===== config.mk =====
export PLATFORM = sky130hd
export DESIGN_NAME = serial_add_ctrl
export DESIGN_NICKNAME = d
export VERILOG_FILES = /design/src/rtl/serial_add_pkg.sv /design/src/rtl/half_adder_d.sv /design/src/rtl/serial_fa_cell.sv /design/src/rtl/serial_add_ctrl.sv
export SDC_FILE = /design/constraint.sdc
export NUM_CORES = 1
export LEC_CHECK = 0
export ABC_AREA = 1
export ABC_CLOCK_PERIOD_IN_PS = 1400
export CELL_PAD_IN_SITES_DETAIL_PLACEMENT = 0
export CELL_PAD_IN_SITES_GLOBAL_PLACEMENT = 1
export CORE_MARGIN = 3
export CORE_UTILIZATION = 36
export CTS_CLUSTER_SIZE = 12
export DETAILED_ROUTE_END_ITERATION = 6
export PLACE_DENSITY_LB_ADDON = 0.3
export SLEW_MARGIN = 20
export SYNTH_ARGS = -nofsm -noshare
export SYNTH_HDL_FRONTEND = slang
export SYNTH_SLANG_ARGS = --single-unit
export TNS_END_PERCENT = 10

===== constraint.sdc =====
create_clock -name clk -period 1.4 [get_ports clk]
set_input_delay 0.28 -clock clk [delete_from_list [all_inputs] [get_ports clk]]
set_output_delay 0.28 -clock clk [all_outputs]
set_load 0.01 [all_outputs]

===== src/rtl/serial_add_pkg.sv =====
// Shared types and sizing helpers for the bit-serial adder sequencer.
package serial_add_pkg;

    typedef enum logic [1:0] {
        IDLE = 2'd0,
        RUN  = 2'd1,
        DONE = 2'd2
    } state_e;

    localparam state_e ST_RESET = IDLE;

    // One extra bit so the counter can never wrap before the last bit is processed.
    function automatic int cnt_w(input int width);
        return $clog2(width) + 1;
    endfunction

endpackage


===== src/rtl/half_adder_d.sv =====
// One-bit half adder: the basic datapath cell the serial adder is built on.
module half_adder_d (
    input  logic a,
    input  logic b,
    output logic s,
    output logic c
);

    assign s = a ^ b;
    assign c = a & b;

endmodule


===== src/rtl/serial_fa_cell.sv =====
// Combinational full adder from two half adders; the carry flop lives in the sequencer.
module serial_fa_cell (
    input  logic a,
    input  logic b,
    input  logic cin,
    output logic s,
    output logic cout
);

    logic s0, c0, c1;

    half_adder_d u_ha0 (.a(a),  .b(b),   .s(s0), .c(c0));
    half_adder_d u_ha1 (.a(s0), .b(cin), .s(s),  .c(c1));

    assign cout = c0 | c1;

endmodule


===== src/rtl/serial_add_ctrl.sv =====
// Bit-serial adder sequencer: accepts a/b, adds LSB-first one bit per clock,
// and presents {cout,sum} over a valid/ready handshake.
module serial_add_ctrl
    import serial_add_pkg::*;
#(
    parameter int WIDTH = 4
) (
    input  logic             clk,
    input  logic             rst_n,
    input  logic             in_valid,
    output logic             in_ready,
    input  logic [WIDTH-1:0] a,
    input  logic [WIDTH-1:0] b,
    output logic             out_valid,
    input  logic             out_ready,
    output logic [WIDTH-1:0] sum,
    output logic             cout,
    output logic             busy
);

    localparam int CW = cnt_w(WIDTH);

    state_e           state;
    logic [WIDTH-1:0] a_sh, b_sh, sum_r;
    logic [CW-1:0]    cnt;
    logic             carry, cout_r;
    logic             fa_s, fa_c;
    logic [WIDTH:0]   sum_ext;

    serial_fa_cell u_fa (
        .a   (a_sh[0]),
        .b   (b_sh[0]),
        .cin (carry),
        .s   (fa_s),
        .cout(fa_c)
    );

    // New sum bit enters at the MSB; written this way so WIDTH==1 needs no special case.
    assign sum_ext = {fa_s, sum_r};

    assign in_ready  = (state == IDLE);
    assign out_valid = (state == DONE);
    assign busy      = (state != IDLE);
    assign sum       = sum_r;
    assign cout      = cout_r;

    always_ff @(posedge clk or negedge rst_n) begin
        if (!rst_n) begin
            state  <= ST_RESET;
            a_sh   <= '0;
            b_sh   <= '0;
            sum_r  <= '0;
            cnt    <= '0;
            carry  <= 1'b0;
            cout_r <= 1'b0;
        end else begin
            case (state)
                IDLE: begin
                    if (in_valid) begin
                        a_sh  <= a;
                        b_sh  <= b;
                        sum_r <= '0;
                        cnt   <= '0;
                        carry <= 1'b0;
                        state <= RUN;
                    end
                end
                RUN: begin
                    sum_r <= sum_ext[WIDTH:1];
                    a_sh  <= a_sh >> 1;
                    b_sh  <= b_sh >> 1;
                    carry <= fa_c;
                    cnt   <= cnt + CW'(1);
                    if (cnt == CW'(WIDTH - 1)) begin
                        cout_r <= fa_c;
                        state  <= DONE;
                    end
                end
                DONE: begin
                    if (out_ready) state <= IDLE;
                end
                default: state <= ST_RESET;
            endcase
        end
    end

endmodule


# == After elaboration in Yosys (flattened, before gate mapping) ==
# Cells that the tools add are included.
# word_totals
out_inout_bits,8
register_bits,19
input_bits,12
# op_classes
muxes,14
bitwise_logic,5
reduce_logical,6
eq_ne,6
n_addsub,1
# op_table
cell,n
one-hot mux 4 bit (2 select lines),3
2-to-1 mux 4 bit,3
2-to-1 mux 2 bit,3
one-hot mux 2 bit (3 select lines),1
one-hot mux 3 bit (2 select lines),1
"!= test 2 bit, second input constant",2
AND reduction 2 bit,2
nonzero test 2 bit,2
"adder 3 x 1 -> 3 bit, second input constant",1
"== test 3 x 2 -> 1 bit, second input constant",1
2-to-1 mux 3 bit,1
AND reduction 3 bit,1
AND 1 bit,2
"== test 2 x 1 -> 1 bit, second input constant",1
"== test 2 bit, second input constant",1
logical NOT 2 bit,1
"!= test 2 x 1 -> 1 bit, second input constant",1
one-hot mux 1 bit (2 select lines),1
bitwise XOR 1 bit,2
2-to-1 mux 1 bit,1
bitwise OR 1 bit,1

# == Depth between registers and ports, before layout ==
# depth
ltp_word,4
depth_mapped,5
depth_no_buf,5

# == Cells and area by module ==
# From an unflattened synthesis, not the netlist that was laid out.
# hier_totals
cells_unflattened,114
hier_area_um2,923.4
# modules_own_cells
mod,instances,cells_per_inst,area_each_um2
serial_add_ctrl,1,109,887.1
half_adder_d,2,1,12.5
serial_fa_cell,1,3,11.3

# == Worst setup path after synthesis ==
# OpenSTA, ideal clock, no wires.
# synth_timing
path_type,flip-flop to output port
start,register state[0]
end,output port busy
arrival_ns,0.892
path_buffers,1
required_time_ns,1.120
slack_ns,0.228
path_stages_with_launch,4
cell_sequence,dfrtp_1 > buf_6 > nor2_2 > inv_1
# synth_via
elab_chain_cells,1
# synth_lines
item,line_no,rtl
start: declaration,serial_add_ctrl.sv:23,state_e state;
start signal: assignment,serial_add_ctrl.sv:49,state <= ST_RESET;
start signal: assignment,serial_add_ctrl.sv:65,state <= RUN;
start signal: assignment,serial_add_ctrl.sv:76,state <= DONE;
nonzero test 2 bit,serial_add_ctrl.sv:43,assign busy = (state != IDLE);
end: declaration,serial_add_ctrl.sv:18,output logic busy
# No other way between the ends.

# == Worst setup path after layout ==
# layout_timing
start,register state[1]
end,output port in_ready
# layout_via
elab_chain_cells,1
# layout_lines
item,line_no,rtl
logical NOT 2 bit,serial_add_ctrl.sv:41,assign in_ready = (state == IDLE);
end: declaration,serial_add_ctrl.sv:11,"output logic in_ready,"
# No other way between the ends.

==> impl_metrics.env <==
export IMPL_synth_area_top_cells="dfrtp_1 52%, nand2_1 17%, inv_1 6.9%, nand3_1 4.4%, ha_1 2.7%"
export IMPL_syn_avg_cell_area_sq_um=8.43
export IMPL_synth_cells=109
export IMPL_syn_num_nets=124
export IMPL_grt_pass1_wl_um=3310
export IMPL_core_area_sq_um=2320
export IMPL_start_kind="flop"
export IMPL_synth_warnings=0
export IMPL_grt_pass1_vias=756
export IMPL_criticalPathCategory="flop to output port"
export IMPL_finalInstanceArea_sq_um=1190
export IMPL_firstDrtPassIters=4
export IMPL_ant_nets=0
export IMPL_yosysSeqAreaShare_pct=51.8
export IMPL_grt_max_degree=20
export IMPL_slew_viol_final=0
export IMPL_yosys_cell_count_top_type="nand2_1"
export IMPL_track_usage_pct=13.2
export IMPL_setup_tns_ns=0
export IMPL_synthArstFlopShare_pct=100
export IMPL_cp_arrival_ns=1.07
export IMPL_avgRoutedWirePerCell_um=11.0
export IMPL_cp_data_required_time_ns=1.12
export IMPL_pwr_share_seq_pct=36.8
export IMPL_place_area_sq_um=1170
export IMPL_synth_edf_count=0
export IMPL_fp_row_count=17
export IMPL_syn_area_sq_um=918
export IMPL_intPower_uw=1480
export IMPL_ioPinCount=20
export IMPL_root_buffer="clkbuf_4"
export IMPL_antenna_found_initial=0
export IMPL_totalPowerFinal_uw=2520
export IMPL_worstPathMaxFanout=3
export IMPL_drcViolationCount=0
export IMPL_h_tree_depth=1
export IMPL_yosys_area_top_type="dfrtp_1"
export IMPL_fmax_ghz=0.742
export IMPL_ys_top_cells_by_count="41 x nand2_1, 19 x dfrtp_1, 17 x inv_1, 8 x nand3_1"
export IMPL_yosysUniqueCellTypes=18
export IMPL_setup_viol=0
export IMPL_power_share_combinational_pct=51.9
export IMPL_gp_congestion=0.690
export IMPL_skew_ns=0.00156
export IMPL_rsz0062_at_grt="yes"
export IMPL_clock_sinks=19
export IMPL_crit_chain="nor2_2 > buf_4 > buf_2"
export IMPL_ys_seq_elements=19
export IMPL_cts_tree="built"
export IMPL_vdd_drop_max_mv=0.987
export IMPL_yosys_area_top_type_share_pct=51.8
export IMPL_num_vias=729
export IMPL_crit_buf_inv=2
export IMPL_clock_latency_ns=0.30
export IMPL_ys_flop_type="dfrtp_1"
export IMPL_syn2layout_area_growth_pct=29.7
export IMPL_critPathMaxStageDelay_ns=0.40
export IMPL_tightest_slew_ns=0.253
export IMPL_dpl_hpwl_um=1320
export IMPL_worstHoldPathType="input pin to asynchronous set/reset pin"
export IMPL_num_nets_final=153
export IMPL_cap_viol_max_count=0
export IMPL_whs_ns=0.298
export IMPL_finalCriticalPeriod_ns=1.35
export IMPL_crit_slowest_cell="dfrtp_1"
export IMPL_p_sw_uw=1040
export IMPL_cp_top_family="flip-flops"
export IMPL_pwr_density_cell_nw_per_um2=2120
export IMPL_maxSlewHeadroom_pct=83.2
export IMPL_io_buffers=19
export IMPL_p_leak_uw=0.000649
export IMPL_pwr_share_clk_pct=11.2
export IMPL_cts_buffer_depth=2
export IMPL_crit_path_end_kind="output port"
export IMPL_hold_violations=0
export IMPL_start_util_pct=39.6
export IMPL_diodes=0
export IMPL_wirelength_um=1820
export IMPL_cts_clk_slew_worst_paths_ns=0.11
export IMPL_fp_dieW_um=56.5
export IMPL_cts_made_buffers=3
export IMPL_fill_cells=229
export IMPL_gr_total_overflow=0
export IMPL_fin_crit_sh_pct=96.3
export IMPL_via_per_inst=4.42
export IMPL_drt_initial_drc_count=20
export IMPL_p_sw_share_pct=41.4
export IMPL_dieArea_sq_um=3190
export IMPL_die_h_um=56.5
export IMPL_layout_drive_gt1_share_pct=15.3
export IMPL_run_status="completed"
-- layout by cell type, fill, tap and decap left out --
cell type	count
inv_1	17
ha_1	2
inv_2	2
o21ai_0	3
clkbuf_1	1
fa_1	1
clkbuf_2	1
dlygate4sd2_1	5
nor2_1	2
clkdlybuf4s50_1	11
nand2_1	41
dfrtp_1	19
buf_2	2
nand2_4	2
o21ai_1	3
nor2_4	1
o21ai_2	1
nand2_2	1
clkbuf_4	3
buf_4	6
o31ai_1	1
nand3_1	8
nor2_2	1
buf_12	1
a21oi_1	2
-- worst reg2reg max path: cells and delay by family (launching register included) --
kind / cells / cell delay (ns)
and+or+nand+nor: 3 / 0.34
buffers and inverters: 2 / 0.27
AOI/OAI and AO/OA: 1 / 0.05
DFF: 1 / 0.40
-- cell families (layout without fill, tap and decap cells) --
family	count (synthesis)	in the layout	synth area share, %
adders and majority gates	3	3	4.90
AOI/OAI and AO/OA	10	10	6.13
DFF	19	19	51.8
and+or+nand+nor	56	56	27.0
buffers and inverters	21	49	10.2
-- cell type report --
type	instances	area (sq um)	area share (%)
repair buffers	26	234	19.6
clock buffers	4	26.3	2.21
inverters	19	71.3	5.99
well taps	28	35.0	2.94
multi-input cells	69	349	29.3
flip-flops and latches	19	475	39.9
-- what timing repair did --
| item | in CTS | in global routing |
|---|---|---|
| setup buffers | 2 | 0 |
| pin swaps | 1 | 0 |
| hold buffers | 0 | 0 |
| gates resized for setup | 15 | 1 |
| endpoints found under the setup margin | 8 | 2 |
| endpoints found under the hold margin | 0 | 0 |
| cloned | 0 | 0 |
-- layer usage --
metal | vias up | part of all wire, % | global-route usage [%] | wire (um)
met4 | 0 | 0.72 | 3.05 | 13
met5 | - | 0 | 0 | 0
met1 | 327 | 48 | 18.3 | 872
li1 | 387 | - | - | -
met3 | 2 | 4.4 | 4.37 | 80
met2 | 13 | 47 | 20.0 | 850
-- sequential cells by signal, summed over array words and instances (netlist names) --
register  count
state         2
cout          1
cnt           3
carry         1
b_sh          4
sum           4
a_sh          4
-- final timing paths --
kind,start,end,slack (ns),depth (start not counted)
min in group clk,sum[0],sum[0],0.47,2
max reg2reg,state[1],cout,0.23,6
min reg2reg,sum[0],sum[0],0.47,2
max in group asynchronous,rst_n,b_sh[1],0.90,2
min,rst_n,state[0],0.30,2
max,state[1],in_ready,0.05,3
-- power groups by stage --
stage          registers [uW]  logic (uW)  clock network [uW]
3_5_place_dp              948        1370                   0
6_report                  928        1310                 283
2_1_floorplan             975         831                   0
5_1_grt                   959        1530                 317
3_3_place_gp              936        1350                   0
4_1_cts                   930        1350                 295
-- metrics by stage --
step	worst slack, ns	util [%]	cells
detailed placement	0.0133	50.5	159
floorplan	0.228	-	109
global placement	0.00869	50.5	159
global route	-0.00420	51.4	165
finish	0.0514	51.4	165
CTS	0.0113	51.6	165
Power figures use the tool's default switching activity.
